==> config.mk <==
export PLATFORM = sky130hd
export DESIGN_NAME = mem_stage
export DESIGN_NICKNAME = d
export VERILOG_FILES = /design/src/rtl/mem_stage.sv
export SDC_FILE = /design/constraint.sdc
export NUM_CORES = 1
export LEC_CHECK = 0
export ABC_CLOCK_PERIOD_IN_PS = 2800
export CORE_AREA = 2 2 112 114
export CTS_BUF_LIST = sky130_fd_sc_hd__clkbuf_8
export DETAILED_ROUTE_END_ITERATION = 6
export DIE_AREA = 0 0 114 116
export PLACE_DENSITY = 0.79
export SETUP_SLACK_MARGIN = 0.3
export SLEW_MARGIN = 30
export SYNTH_ARGS = -nofsm -noshare
export SYNTH_HDL_FRONTEND = slang
export SYNTH_SLANG_ARGS = --single-unit
==> constraint.sdc <==
create_clock -name CLK -period 2.8 [get_ports CLK]
set_clock_uncertainty 0.05 [all_clocks]
set_input_delay 0.56 -clock CLK [delete_from_list [all_inputs] [get_ports CLK]]
set_output_delay 0.56 -clock CLK [all_outputs]
set_load 0.01 [all_outputs]
==> src/rtl/mem_stage.sv <==
// mem_stage: memory-access stage. Performs loads/stores over a req/ack data
// port, stalls upstream while an access is outstanding, aborts requests that
// stay unacknowledged too long, and drives the MEM/WB register and MEM taps.
//
// state  | meaning
// -------+-------------------------------------------------------------
// S_IDLE | no access outstanding; a new access may complete at once
// S_WAIT | request issued, waiting for dmem_ack; r_cnt counts waits
module mem_stage #(
  parameter int TIMEOUT = 16
) (
  input  logic        CLK,
  input  logic        RESET,
  input  logic [31:0] aluResult1_PR,
  input  logic [31:0] readDataB1_PR,
  input  logic [31:0] Instr1_PR,
  input  logic [4:0]  writeRegister1_PR,
  input  logic        MemtoReg1_PR,
  input  logic        MemRead1_PR,
  input  logic        MemWrite1_PR,
  input  logic        do_writeback1_PR,
  input  logic [31:0] dmem_rdata,
  input  logic        dmem_ack,
  output logic        dmem_req,
  output logic        dmem_we,
  output logic [31:0] dmem_addr,
  output logic [31:0] dmem_wdata,
  output logic [3:0]  dmem_be,
  output logic        FREEZE,
  output logic [31:0] Data1_MEM,
  output logic [4:0]  writeRegister1_MEM,
  output logic        do_writeback1_MEM,
  output logic        load_in_MEM,
  output logic [31:0] Data1_WB,
  output logic [4:0]  writeRegister1_WB,
  output logic        do_writeback1_WB,
  output logic        addr_error,
  output logic        bus_error
);

  typedef enum logic {S_IDLE, S_WAIT} state_t;

  localparam logic [7:0] LP_LAST = 8'(TIMEOUT - 1);

  state_t      r_state, w_state_nxt;
  logic [7:0]  r_cnt, w_cnt_nxt;
  logic        r_addr_error, r_bus_error;
  logic [31:0] r_data_wb;
  logic [4:0]  r_reg_wb;
  logic        r_wb_wb;

  logic [5:0]  w_opc;
  logic [1:0]  w_off;
  logic        w_is_byte, w_is_half, w_is_unsigned;
  logic        w_mem_op, w_misaligned, w_misaligned_op, w_aligned_op;
  logic        w_abort, w_req;
  logic [7:0]  w_byte;
  logic [15:0] w_half;
  logic [31:0] w_load_ext;
  logic [3:0]  w_be;
  logic [31:0] w_wdata;

  assign w_opc         = Instr1_PR[31:26];
  assign w_off         = aluResult1_PR[1:0];
  assign w_is_byte     = (w_opc == 6'h20) || (w_opc == 6'h24) || (w_opc == 6'h28);
  assign w_is_half     = (w_opc == 6'h21) || (w_opc == 6'h25) || (w_opc == 6'h29);
  assign w_is_unsigned = (w_opc == 6'h24) || (w_opc == 6'h25);

  assign w_mem_op        = MemRead1_PR || MemWrite1_PR;
  assign w_misaligned    = w_is_half ? w_off[0] : (!w_is_byte && (w_off != 2'b00));
  assign w_misaligned_op = w_mem_op && w_misaligned;
  assign w_aligned_op    = w_mem_op && !w_misaligned;

  // An ack arriving on the last allowed wait cycle beats the abort.
  assign w_abort = (r_state == S_WAIT) && w_aligned_op && !dmem_ack && (r_cnt == LP_LAST);
  assign w_req   = w_aligned_op && !w_abort;

  assign w_byte = dmem_rdata[{w_off, 3'b000} +: 8];
  assign w_half = dmem_rdata[{w_off[1], 4'b0000} +: 16];

  // Access-width decode: load extension, store lane replication, byte enables.
  always_comb begin
    w_load_ext = dmem_rdata;
    w_wdata    = readDataB1_PR;
    w_be       = 4'b1111;
    if (w_is_byte) begin
      w_load_ext = w_is_unsigned ? {24'd0, w_byte} : {{24{w_byte[7]}}, w_byte};
      w_wdata    = {4{readDataB1_PR[7:0]}};
      if (MemWrite1_PR) w_be = 4'b0001 << w_off;
    end else if (w_is_half) begin
      w_load_ext = w_is_unsigned ? {16'd0, w_half} : {{16{w_half[15]}}, w_half};
      w_wdata    = {2{readDataB1_PR[15:0]}};
      if (MemWrite1_PR) w_be = 4'b0011 << w_off;
    end
  end

  assign dmem_req   = w_req;
  assign dmem_we    = w_req && MemWrite1_PR;
  assign dmem_addr  = {aluResult1_PR[31:2], 2'b00};
  assign dmem_wdata = w_wdata;
  assign dmem_be    = w_req ? w_be : 4'b0000;
  assign FREEZE     = w_req && !dmem_ack;

  assign Data1_MEM          = aluResult1_PR;
  assign writeRegister1_MEM = writeRegister1_PR;
  assign do_writeback1_MEM  = do_writeback1_PR;
  assign load_in_MEM        = MemRead1_PR && !MemWrite1_PR;

  assign Data1_WB          = r_data_wb;
  assign writeRegister1_WB = r_reg_wb;
  assign do_writeback1_WB  = r_wb_wb;
  assign addr_error        = r_addr_error;
  assign bus_error         = r_bus_error;

  // FSM state and wait counter register.
  always_ff @(posedge CLK or negedge RESET) begin
    if (!RESET) begin
      r_state <= S_IDLE;
      r_cnt   <= 8'd0;
    end else begin
      r_state <= w_state_nxt;
      r_cnt   <= w_cnt_nxt;
    end
  end

  // Next-state: enter WAIT on an unacknowledged request, leave on ack/abort.
  always_comb begin
    w_state_nxt = r_state;
    w_cnt_nxt   = r_cnt;
    case (r_state)
      S_IDLE: begin
        if (w_aligned_op && !dmem_ack) begin
          w_state_nxt = S_WAIT;
          w_cnt_nxt   = 8'd1;
        end
      end
      S_WAIT: begin
        if (!w_aligned_op || dmem_ack || w_abort) begin
          w_state_nxt = S_IDLE;
          w_cnt_nxt   = 8'd0;
        end else begin
          w_cnt_nxt = r_cnt + 8'd1;
        end
      end
      default: begin
        w_state_nxt = S_IDLE;
        w_cnt_nxt   = 8'd0;
      end
    endcase
  end

  // MEM/WB register: bubble while stalled, on abort and on misalignment.
  always_ff @(posedge CLK or negedge RESET) begin
    if (!RESET) begin
      r_data_wb <= 32'd0;
      r_reg_wb  <= 5'd0;
      r_wb_wb   <= 1'b0;
    end else if (FREEZE || w_abort || w_misaligned_op) begin
      r_data_wb <= 32'd0;
      r_reg_wb  <= 5'd0;
      r_wb_wb   <= 1'b0;
    end else begin
      r_data_wb <= MemtoReg1_PR ? w_load_ext : aluResult1_PR;
      r_reg_wb  <= writeRegister1_PR;
      r_wb_wb   <= do_writeback1_PR;
    end
  end

  // One-cycle error pulses, registered from the detecting cycle.
  always_ff @(posedge CLK or negedge RESET) begin
    if (!RESET) begin
      r_addr_error <= 1'b0;
      r_bus_error  <= 1'b0;
    end else begin
      r_addr_error <= w_misaligned_op;
      r_bus_error  <= w_abort;
    end
  end

endmodule
==> impl_metrics.csv, run 1 <==
group,metric,value,unit
min_path,hold_path.class,"in2async",
synthesis,ys_types,65,
route,wl_per_cell,19.5,um
worst_setup_path,setup.reg_to_reg.worst_slack,0.83,ns
cts,clock_latency,0.32,ns
synthesis,synth_top_area_cell,"dfrtp_1",
worst_setup_path,cp_max_fo,4,
worst_setup_path,r2r-start,"r_cnt[6]$_DFFE_PN0P_",
route,routed_wl,16600,um
global_routing,grt_overflow_total,0,
route,vias_per_cell,5.37,
sta,tightest_slew,0.654,ns
synthesis,netlist_instances,475,
route,num_vias,4561,
synthesis,synthTopCellsByCount,"buf_4, nand2_1, dfrtp_1, nor2_1, clkbuf_1",
cts,cts_tree,"built",
synthesis,ys_warn_count,0,
cts,clk_pin_slew_worst_paths,0.10,ns
floorplan,start_util,34.7,%
worst_setup_path,critPathRequiredTime,2.19,ns
route,antenna_left,0,
sta,setup_slack,-0.0216,ns
global_routing,antenna_found_initial,0,
final_layout,drive_gt1_share,22.6,%
floorplan,pin_count,290,
final_layout,synthToLayoutAreaGrowth,67.8,%
floorplan,die_h,116,um
synthesis,ys_top_cells_by_area,"dfrtp_1, buf_4, nand2_1",
floorplan,fp.coreArea,0.0119,mm2
sta,setup_viol,2,
final_layout,nets,846,
synthesis,seq_area_frac_synth,29.7,%
run_status,status,"finished with violations",
sta,finalHoldViolCount,0,
floorplan,fp.dieArea,0.0132,mm2
sta,period_minus_slack,2.82,ns
global_routing,grt_use_total,23.9,%
power_and_ir_drop,leakage,2.98,nW
power_and_ir_drop,power.density,309,mW/mm2
synthesis,ys_async_sr_fraction,100,%
worst_setup_path,arrival,2.21,ns
synthesis,syn_area_per_cell,8.70,um2
final_layout,final_core_util,58.2,%
worst_setup_path,cp-end-kind,"primary output",
final_layout,stdcell_area,0.00694,mm2
placed_design,io_buffers,261,
placed_design,gp_congestion,0.880,
cts,ctsHoldBuffers,0,
run_status,violations,"negative setup slack",
synthesis,ys_seq_elements,49,
sta,fin_crit_sh,101,%
synthesis,ys.flop_type,"dfrtp_1",
global_routing,first_global_vias,4551,
worst_setup_path,critPathKind,"reg2out",
sta,finalMaxSlewViolations,0,
route,remaining_drc_errors,0,
cts,root_buffer,"clkbuf_8",
route,drt-initial-drc-count,242,
cts,cts_sinks,49,
final_layout,n_antenna_cell,0,
worst_setup_path,worstSetupStartpointType,"flip-flop",
synthesis,synth-edff-count,0,
floorplan,rows,40,
floorplan,die_x,114,um
cts,clk_path_buf_depth,2,
power_and_ir_drop,finalPower,0.00214,W
synthesis,synth_top_area_share,29.7,%
flow_run,maxCapViolCount,0,
synthesis,syn_area,0.00413,mm2
synthesis,synth_most_common_cell,"buf_4",
placed_design,dpl-instance-area,0.00663,mm2
power_and_ir_drop,ir_drop,0.195,mV
placed_design,dp_hpwl,12400,um
sta,max_slew_margin,56.4,%
cts,numCtsBuffers,5,
route,firstDrtPassIters,5,
sta,rsz0062_at_grt,"true",
worst_setup_path,cp-startpoint,"r_cnt[6]$_DFFE_PN0P_",
cts,cts_max_level,2,
global_routing,grt_pass1_wl,24700,um
sta,fmax,354,MHz
global_routing,grt_start_max_net_pins,50,
[cell families after synthesis]
logic type	Yosys count	synth area share, %
mux	28	8.87
other cells	1	0.0907
fa+ha+maj	5	1.51
compound gates	100	20.0
buf+inv	123	19.3
xor+xnor	3	0.636
flops	49	29.7
simple gates	166	20.0
[layout make-up]
class                   instances  area [um2]
repair buffers                328        3150
multi-input cells             304        2240
clock buffers                   5        68.8
flip-flops and latches         49        1230
inverters                      13        48.8
fillers                      1039        4980
clock inverters                 3        17.5
well taps                     147         184
[stage by stage]
stage | TNS, ns | setup WS, ns | hold slack [ns] | std cells
6_report | -0.0390 | -0.0216 | 0.300 | 849
5_1_grt | -0.309 | -0.0975 | 0.350 | 849
4_1_cts | -0.228 | -0.0869 | 0.325 | 842
3_5_place_dp | -13.18 | -0.575 | 0.514 | 825
3_3_place_gp | -12.61 | -0.517 | 0.513 | 825
2_1_floorplan | 0 | 0.352 | 0.214 | 476
[per-layer routing]
layer | GRT usage, % | share of wire, %
met3 | 6.49 | 8.6
met1 | 27.6 | 38
met2 | 43.8 | 51
met5 | 0 | 0
met4 | 5.85 | 2.3
[cells in the final DEF (no fill, tap or decap), types with 4 or more instances in the layout]
cell type,n
clkdlybuf4s50_1,221
o41ai_1,5
o32a_1,5
nand4_1,6
a21oi_1,10
clkbuf_8,5
dlygate4sd2_1,7
or2_2,5
nand2b_1,5
buf_12,5
o211ai_1,5
ha_1,5
and3_1,7
clkbuf_2,12
nand3_1,6
mux4_2,6
buf_4,53
o21ai_0,15
nand2_1,72
nor2b_1,9
dfrtp_1,49
a211oi_2,11
o2111ai_1,6
nand3b_1,5
mux2i_1,13
a211oi_1,10
buf_6,15
mux2_4,8
nor2_1,20
inv_1,12
nor3_1,7
o32ai_1,4
or3_1,5
buf_2,9
[power by group]
| group | leakage (nW) | total [W] | switching, W | internal [W] |
|---|---|---|---|---|
| Sequential | 0.649 | 0.000769 | 0.0000160 | 0.000753 |
| Clock | 0.0497 | 0.000441 | 0.000266 | 0.000175 |
| Combinational | 2.28 | 0.000933 | 0.000419 | 0.000514 |
| Total | 2.98 | 0.00214 | 0.000701 | 0.00144 |
[final timing paths]
kind,end,cells after the start
worst min-delay path,Data1_WB[30]$_DFF_PN0_,2
worst max-delay path,dmem_we,6
min in group CLK,r_cnt[0]$_DFFE_PN0P_,2
worst max register to register,bus_error$_DFF_PN0_,6
max in group asynchronous,Data1_WB[25]$_DFF_PN0_,2
worst min register to register,r_cnt[0]$_DFFE_PN0P_,2
[state kept, by name (all words and copies together) (netlist names)]
| register | flops |
|---|---|
| do_writeback1_WB | 1 |
| writeRegister1_WB | 5 |
| r_cnt | 8 |
| Data1_WB | 32 |
| addr_error | 1 |
| r_state | 1 |
| bus_error | 1 |
[repair_timing]
action / CTS / global route
gates resized for setup: 129 / 31
setup buffers: 8 / 6
endpoints found under the setup margin: 33 / 32
gates cloned: 1 / 1
endpoints found under the hold margin: 0 / 0
pin swaps: 10 / 4
[critical path, stage by stage (launching register included)]
cell       delay (ns)
dfrtp_1          0.39
or3_4            0.39
or4b_4           0.52
o2111ai_4        0.29
buf_6            0.15
nor2_2           0.03
buf_2            0.13
Note: power is estimated with default switching activity, not from simulation.
==> run 2: changes to the inputs <==
--- a/config.mk
+++ b/config.mk
@@ -6,6 +6,7 @@
 export NUM_CORES = 1
 export LEC_CHECK = 0
 export ABC_CLOCK_PERIOD_IN_PS = 2800
+export CAP_MARGIN = 20
 export CORE_AREA = 2 2 112 114
 export CTS_BUF_LIST = sky130_fd_sc_hd__clkbuf_8
 export DETAILED_ROUTE_END_ITERATION = 6
==> results of run 2 <==
The final DEF is identical to that of run 1; final timing and power are the same.
